$ cat config.mk
export PLATFORM = sky130hd
export DESIGN_NAME = approach_queue
export DESIGN_NICKNAME = d
export VERILOG_FILES = /design/src/rtl/approach_queue.sv
export SDC_FILE = /design/constraint.sdc
export NUM_CORES = 1
export LEC_CHECK = 0
export ABC_AREA = 1
export ABC_CLOCK_PERIOD_IN_PS = 2550
export BUFFER_PORTS_ARGS = -buffer_cell sky130_fd_sc_hd__buf_2
export CAP_MARGIN = 20
export CORE_MARGIN = 3
export CORE_UTILIZATION = 27
export CTS_CLUSTER_SIZE = 10
export DETAILED_ROUTE_END_ITERATION = 6
export HOLD_SLACK_MARGIN = 0.12
export PLACE_DENSITY = 0.46
export SKIP_LAST_GASP = 1
export SLEW_MARGIN = 10
export SYNTH_ARGS = -nofsm -noshare
export SYNTH_HDL_FRONTEND = slang
export SYNTH_SLANG_ARGS = --single-unit
$ cat constraint.sdc
create_clock -name clock -period 2.55 [get_ports clock]
set_input_delay 0.1275 -clock clock [delete_from_list [all_inputs] [get_ports clock]]
set_output_delay 0.1275 -clock clock [all_outputs]
set_load 0.02 [all_outputs]
$ cat src/rtl/approach_queue.sv
// approach_queue: vehicle queue at one traffic light approach.
// Counts arrivals, requests the light, releases vehicles at a fixed gap while
// green, and conditions the crossing sensor into a blocked signal with a hold.
// Ports: clock, reset (sync, active-high); arrive, crossing_busy, active, green in;
// request, blocked (registered), depart, overflow (pulses), queue_count, queue_full out.
// Optional: APPROACH_QUEUE_STATS_EN adds served_count and dropped_count outputs.
module approach_queue #(
    parameter int QUEUE_DEPTH  = 15,
    parameter int QW           = 4,
    parameter int RELEASE_GAP  = 3,
    parameter int CLEAR_CYCLES = 4
) (
    input  logic          clock,
    input  logic          reset,
    input  logic          arrive,
    input  logic          crossing_busy,
    input  logic          active,
    input  logic          green,
    output logic          request,
    output logic          blocked,
    output logic          depart,
    output logic [QW-1:0] queue_count,
    output logic          queue_full,
    output logic          overflow
`ifdef APPROACH_QUEUE_STATS_EN
    ,
    output logic [15:0]   served_count,
    output logic [15:0]   dropped_count
`endif
);
    localparam int GW = $clog2(RELEASE_GAP + 1);
    localparam int HW = $clog2(CLEAR_CYCLES + 2);

    typedef enum logic [1:0] {IDLE, CALL, WAIT, GO} state_t;

    state_t        state, state_next;
    logic [QW-1:0] count_next;
    logic [GW-1:0] gap, gap_next;
    logic [HW-1:0] hold;
    logic          accept;

    assign queue_full = queue_count == QW'(QUEUE_DEPTH);
    // Both pulses are suppressed while reset is asserted so the reset cycle is quiet.
    assign depart     = !reset && state == GO && green && queue_count != '0 && gap == '0;
    assign overflow   = !reset && arrive && queue_full && !depart;
    assign accept     = arrive && !overflow;

    always_comb begin
        count_next = queue_count;
        if (accept && !depart)
            count_next = queue_count + QW'(1);
        else if (!accept && depart)
            count_next = queue_count - QW'(1);
        gap_next = state != GO ? '0 : depart ? GW'(RELEASE_GAP - 1) : gap != '0 ? gap - GW'(1) : '0;
        state_next = state;
        case (state)
            IDLE:    if (arrive || queue_count != '0) state_next = CALL;
            CALL:    if (active) state_next = WAIT;
            WAIT:    if (green) state_next = GO; else if (!active) state_next = CALL;
            GO:      if (!green) state_next = count_next != '0 ? CALL : IDLE;
            default: state_next = IDLE;
        endcase
    end

    always_ff @(posedge clock) begin
        if (reset) begin
            state       <= IDLE;
            queue_count <= '0;
            gap         <= '0;
            hold        <= '0;
            request     <= 1'b0;
            blocked     <= 1'b0;
        end else begin
            state       <= state_next;
            queue_count <= count_next;
            gap         <= gap_next;
            hold        <= crossing_busy ? HW'(CLEAR_CYCLES) : hold != '0 ? hold - HW'(1) : '0;
            request     <= state_next == CALL;
            // hold counts down the clearance after the sensor drops; blocked trails it by a cycle.
            blocked     <= crossing_busy || hold != '0;
        end
    end

`ifdef APPROACH_QUEUE_STATS_EN
    always_ff @(posedge clock) begin
        if (reset) begin
            served_count  <= '0;
            dropped_count <= '0;
        end else begin
            served_count <= served_count + 16'(depart);
            if (overflow && dropped_count != 16'hFFFF)
                dropped_count <= dropped_count + 16'd1;
        end
    end
`endif
endmodule

; ---- Word-level counts from Yosys, hierarchy flattened
; Cells that the tools add are included.
; W data, S select, Z words.
[word_totals]
regBits = 13
latchBits = 0
ram_bits = 0
rom_bits = 0
output_inout_bits = 9
mem_count = 0
[op_classes]
n_addsub = 4
multipliers = 0
div = 0
n_lt_le_gt_ge = 0
eq_ne = 6
shifts = 0
muxes = 13
n_bitwise = 2
reduce_logical = 25
[op_table]
columns = operator, count
row1 = $mux W2, 7
row2 = $logic_and A1 B1 Y1, 10
row3 = $mux W4, 2
row4 = $pmux W2 S4, 1
row5 = $reduce_bool A4 Y1, 2
row6 = $mux W3, 2
row7 = $add A4 B1 Y4 const B, 1
row8 = $eq A2 B1 Y1 const B, 2
row9 = $eq A2 B2 Y1 const B, 2
row10 = $eq A4 B4 Y1 const B, 1
row11 = $logic_not A1 Y1, 4
row12 = $logic_not A2 Y1, 2
row13 = $reduce_or A4 Y1, 1
row14 = $sub A4 B1 Y4 const B, 1
row15 = $reduce_bool A3 Y1, 1
row16 = $reduce_or A3 Y1, 1
row17 = $sub A3 B1 Y3 const B, 1
row18 = $logic_or A1 B1 Y1, 2
row19 = $ne A2 B2 Y1 const B, 1
row20 = $not A1 Y1, 2
row21 = $reduce_bool A2 Y1, 1
row22 = $reduce_or A2 Y1, 1
row23 = $sub A2 B1 Y2 const B, 1
row24 = $mux W1, 1

; ---- Longest topological paths before layout
[depth]
word_depth = 18
depth_mapped = 12
mapped_depth_nobuf = 12

; ---- Worst setup path before layout
; OpenSTA, ideal clock, no wires.
[synth_path]
kind = register -> register
start = register queue_count[0]
end = register request
setup_ps = 111
arrival_ps = 1627
required_time_ps = 2439
setup_slack_ps = 813
stages_incl_launch_ff = 12
n_path_buf = 0
period_less_slack_ps = 1737
path_cell_list = dfxtp_1 > inv_1 > ha_1 > nand3_4 > nand3_2 > clkinv_1 > nand3_1 > nand2_1 > a21oi_1 > nand3_1 > nand2_1 > nor2_1
[synth_via]
elab_chain_cells = 16
word_cells_on_any_way = 23
cone_classes = add/sub: 2 / eq/ne: 2 / mux: 6 / reduce/logical: 13
[synth_rtl]
columns = element, line_no
row1 = start: declaration, 22  ; output logic [QW-1:0] queue_count,
row2 = start signal: assignment, 75  ; queue_count <= count_next;
row3 = $reduce_bool A4 Y1 (*), 44  ; assign depart = !reset && state == GO && green && queue_count != '0 && gap == '0;
row4 = $logic_and A1 B1 Y1 (*) (2 in series), 44
row5 = named net depart, 21  ; output logic depart,
row6 = $logic_not A1 Y1, "45, 50"
row7 = $logic_and A1 B1 Y1, 45  ; assign overflow = !reset && arrive && queue_full && !depart;
row8 = $logic_not A1 Y1, 46  ; assign accept = arrive && !overflow;
row9 = $logic_and A1 B1 Y1, 46
row10 = $logic_not A1 Y1, 52  ; else if (!accept && depart)
row11 = $logic_and A1 B1 Y1, 52
row12 = $mux W4, 52
row13 = $mux W4 (*), 50  ; if (accept && !depart)
row14 = $reduce_bool A4 Y1 (*), 60  ; GO: if (!green) state_next = count_next != '0 ? CALL : IDLE;
row15 = $mux W1 (*), 60
row16 = $mux W2 (*), 60
row17 = $pmux W2 S4 (*), 56  ; case (state)
row18 = $eq A2 B1 Y1 (*), 78  ; request <= state_next == CALL;
row19 = end signal: assignment, 71  ; request <= 1'b0;
row20 = end signal: assignment, 78
row21 = end: declaration, 19  ; output logic request,
; Mark *: on every way through the listed nets, which the timed path passes. The rest lies on a longest branch.
; A chain may end at the register's enable or synchronous reset.

; ---- Worst setup path after layout
[layout_path]
start = register queue_count[0]
end = register request
[layout_via]
elab_chain_cells = 16
word_cells_on_any_way = 23
cone_classes = add/sub: 2 / eq/ne: 2 / mux: 6 / reduce/logical: 13
[layout_rtl]
columns = element, line_no
row1 = $reduce_bool A4 Y1, "44, 57"
row2 = $logic_and A1 B1 Y1 (2 in series), 44
row3 = $logic_not A1 Y1, "45, 50"
row4 = $logic_and A1 B1 Y1, 45
row5 = $logic_not A1 Y1, 46
row6 = $logic_and A1 B1 Y1, 46
row7 = $logic_not A1 Y1, 52
row8 = $logic_and A1 B1 Y1, 52
row9 = $mux W4, 52
row10 = $mux W4, 50
row11 = $reduce_bool A4 Y1, 60
row12 = $mux W1, 60
row13 = $mux W2, 60
row14 = $pmux W2 S4 (*), 56
row15 = $eq A2 B1 Y1 (*), 78
; Every way passes the cells marked *; elsewhere a longest branch is shown, timed or not.

==> impl_metrics.toml <==
[routing]
ant_nets = 0
vias = 718
drt-initial-drc-count = 19
drc = 0
firstDrtPassIters = 4
routedWlPerCell_microns = 9.88
wirelength_microns = 1570
routed_via_density = 4.52

[synthesis]
synth_area_leaders = "dfxtp_1, nand2_1, ha_1, inv_1, nand3_1"
async_flop_share_pct = 0
ys.flop_type = "dfxtp_1"
ys_ff_latch = 13
syn_nets = 122
netlist_area_sq_um = 800
yosysWarnings = 0
yosysTopAreaCellShare_pct = 32.6
seq_area_frac_synth_pct = 32.6
synthCells = 111
synth_common_cells = "nand2_1, inv_1, nor2_1"
yosys.area.top_type = "dfxtp_1"
synth.distinct_cells = 23
syn_avg_cell_area_sq_um = 7.20
synth_edf_count = 0
synth_most_common_cell = "nand2_1"

[cts]
clock-sinks = 13
ctsHoldBuffers = 1
numCtsBuffers = 3
max-clock-path-buffers = 2
ctsResizeCount = 0
cts_tree = "built"
htree_levels = 1
cts_root_buf = "clkbuf_4"
path_clk_slew_ps = 80
post_cts_buffers = 0
worstSkewPairLatency_ps = 270

[power]
switching_share_pct = 29.5
seqPwrFrac_pct = 51.3
p_int_mw = 0.310
pwr-share-comb_pct = 20.4
power_leakage_nw = 0.472
pwr-share-clk_pct = 28.3
p_per_area_mw_per_mm2 = 476
switchingPower_mw = 0.129
vdd_drop_max_mv = 0.250

[timing]
final-hold-violation-count = 0
final_max_slew_viol_count = 0
setup_viol = 0
rsz0062_at_grt = "no"
worstMarginPinSlew_ps = 300
max_freq_mhz = 586
min_period_ps = 1710
finClkSkew_ps = 1.14
period_share_pct = 67.0
relSlewSlack_pct = 79.9
finalSetupTns_ps = 0

[worst_setup_path]
rr_startpoint = "queue_count[0]$_SDFF_PP0_"
arrival_ps = 1880
worst_r2r_endpoint = "request$_SDFF_PP0_"
crit_start = "queue_count[0]$_SDFF_PP0_"
start_kind = "register"
required_ps = 2720
crit_fanout = 7
endpoint_kind = "register"
crit_type = "register to register"
critPathCapture = "request$_SDFF_PP0_"
r2r_slack_ps = 840
reg2regPathDepth = 12

[die]
die-width_microns = 60.4
start_util_pct = 28.7
fp.dieH_microns = 60.4
dieArea_sq_mm = 0.00365
core_sq_mm = 0.00278
fp-row-count = 19
pin_count = 15

[grt]
grt_pass1_wl_microns = 2680
grt_pass1_vias = 667
antenna_found_initial = 0
gr-total-overflow = 0
grt_max_degree = 12
grt_util_all_layers_pct = 9.91

[placed_design]
dp_hpwl_microns = 1300
gp_congestion = 0.793
portBuffers = 14

[cells_and_area]
drive_gt1_share_pct = 22.7
nNetsFinal = 140
diodes = 0
final_util_pct = 33.2
area_growth_pct = 15.3

[min_path]
hp-class = "input pin to register"

[status]
status = "complete, no violations"

[job]
cap_violations = 0
registers in the layout, indices dropped and copies added (netlist names):
name and cells:
queue_count 4, blocked 1, hold 3, request 1, state 2, gap 2
cells in the final DEF, fill, tap and decap left out, drive strengths merged, types with 4 or more instances in the layout:
| master | n |
|---|---|
| a21oi | 8 |
| nand2 | 22 |
| inv | 17 |
| dfxtp | 13 |
| nand3 | 16 |
| buf | 14 |
| clkbuf | 4 |
| nor2 | 16 |
| ha | 5 |
critical path: stages (launching register included):
cell     delay, ps
dfxtp_1        400
inv_1          110
ha_1           240
nand3_4        130
nand3_2        140
nand3_4        120
nand2_1         60
nand2_1         80
nand2_1         60
nor2_1          80
nand3_1         80
nand2_1         80
nor2_1          40
power groups by stage:
stage / Sequential, mW / Clock [mW] / Combinational, mW
finish: 0.226 / 0.124 / 0.0895
global route: 0.228 / 0.146 / 0.103
CTS: 0.226 / 0.133 / 0.0914
detailed placement: 0.230 / 0 / 0.0898
global placement: 0.230 / 0 / 0.0915
floorplan: 0.237 / 0 / 0.0602
metal layers:
metal | part of all wire, % | track usage (%) | vias to the layer above
li1 | - | - | 385
met1 | 46 | 10.9 | 317
met2 | 47 | 17.1 | 14
met3 | 4.9 | 2.13 | 2
met4 | 1.5 | 6.50 | 0
met5 | 0 | 0 | -
how the worst min path moves through the flow:
stage | startpoint | endpoint | slack (ps) | depth (start not counted)
after floorplan | crossing_busy | hold[2]$_SDFF_PP0_ | 280 | 2
after global placement | crossing_busy | hold[2]$_SDFF_PP0_ | 390 | 3
after detailed placement | hold[0]$_SDFF_PP0_ | hold[0]$_SDFF_PP0_ | 410 | 1
after CTS | green | state[1]$_SDFF_PP0_ | 160 | 3
after global routing | green | state[1]$_SDFF_PP0_ | 170 | 3
final | green | state[1]$_SDFF_PP0_ | 170 | 3
kinds of logic (layout without fill, tap and decap cells):
family | after synthesis | after routing | share of synthesized area (%)
AND/OR/NAND/NOR | 59 | 59 | 38.0
buffers and inverters | 21 | 38 | 11.9
flip-flops | 13 | 13 | 32.6
AO/OA/AOI/OAI | 10 | 10 | 6.42
adder cells (fa/ha/maj) | 5 | 5 | 7.82
XOR/XNOR | 3 | 3 | 3.29
area by class of cell:
cell class                      count  area (sq um)
Clock buffer                        4          26.3
Multi-Input combinational cell     77           444
Fill cell                         312          1860
Sequential cell                    13           260
Inverter                           19          72.6
Timing Repair Buffer               15          80.1
Tap cell                           31          38.8
per-stage QoR:
step	setup slack [ps]	hold WS, ps	cells	cell area, sq um	power, mW
after global routing	629	173	159	922	0.476
after CTS	825	162	159	922	0.450
after detailed placement	842	405	154	886	0.320
final	842	172	159	922	0.439
after floorplan	813	279	111	800	0.297
after global placement	836	389	154	886	0.321
Power figures use the tool's default switching activity.
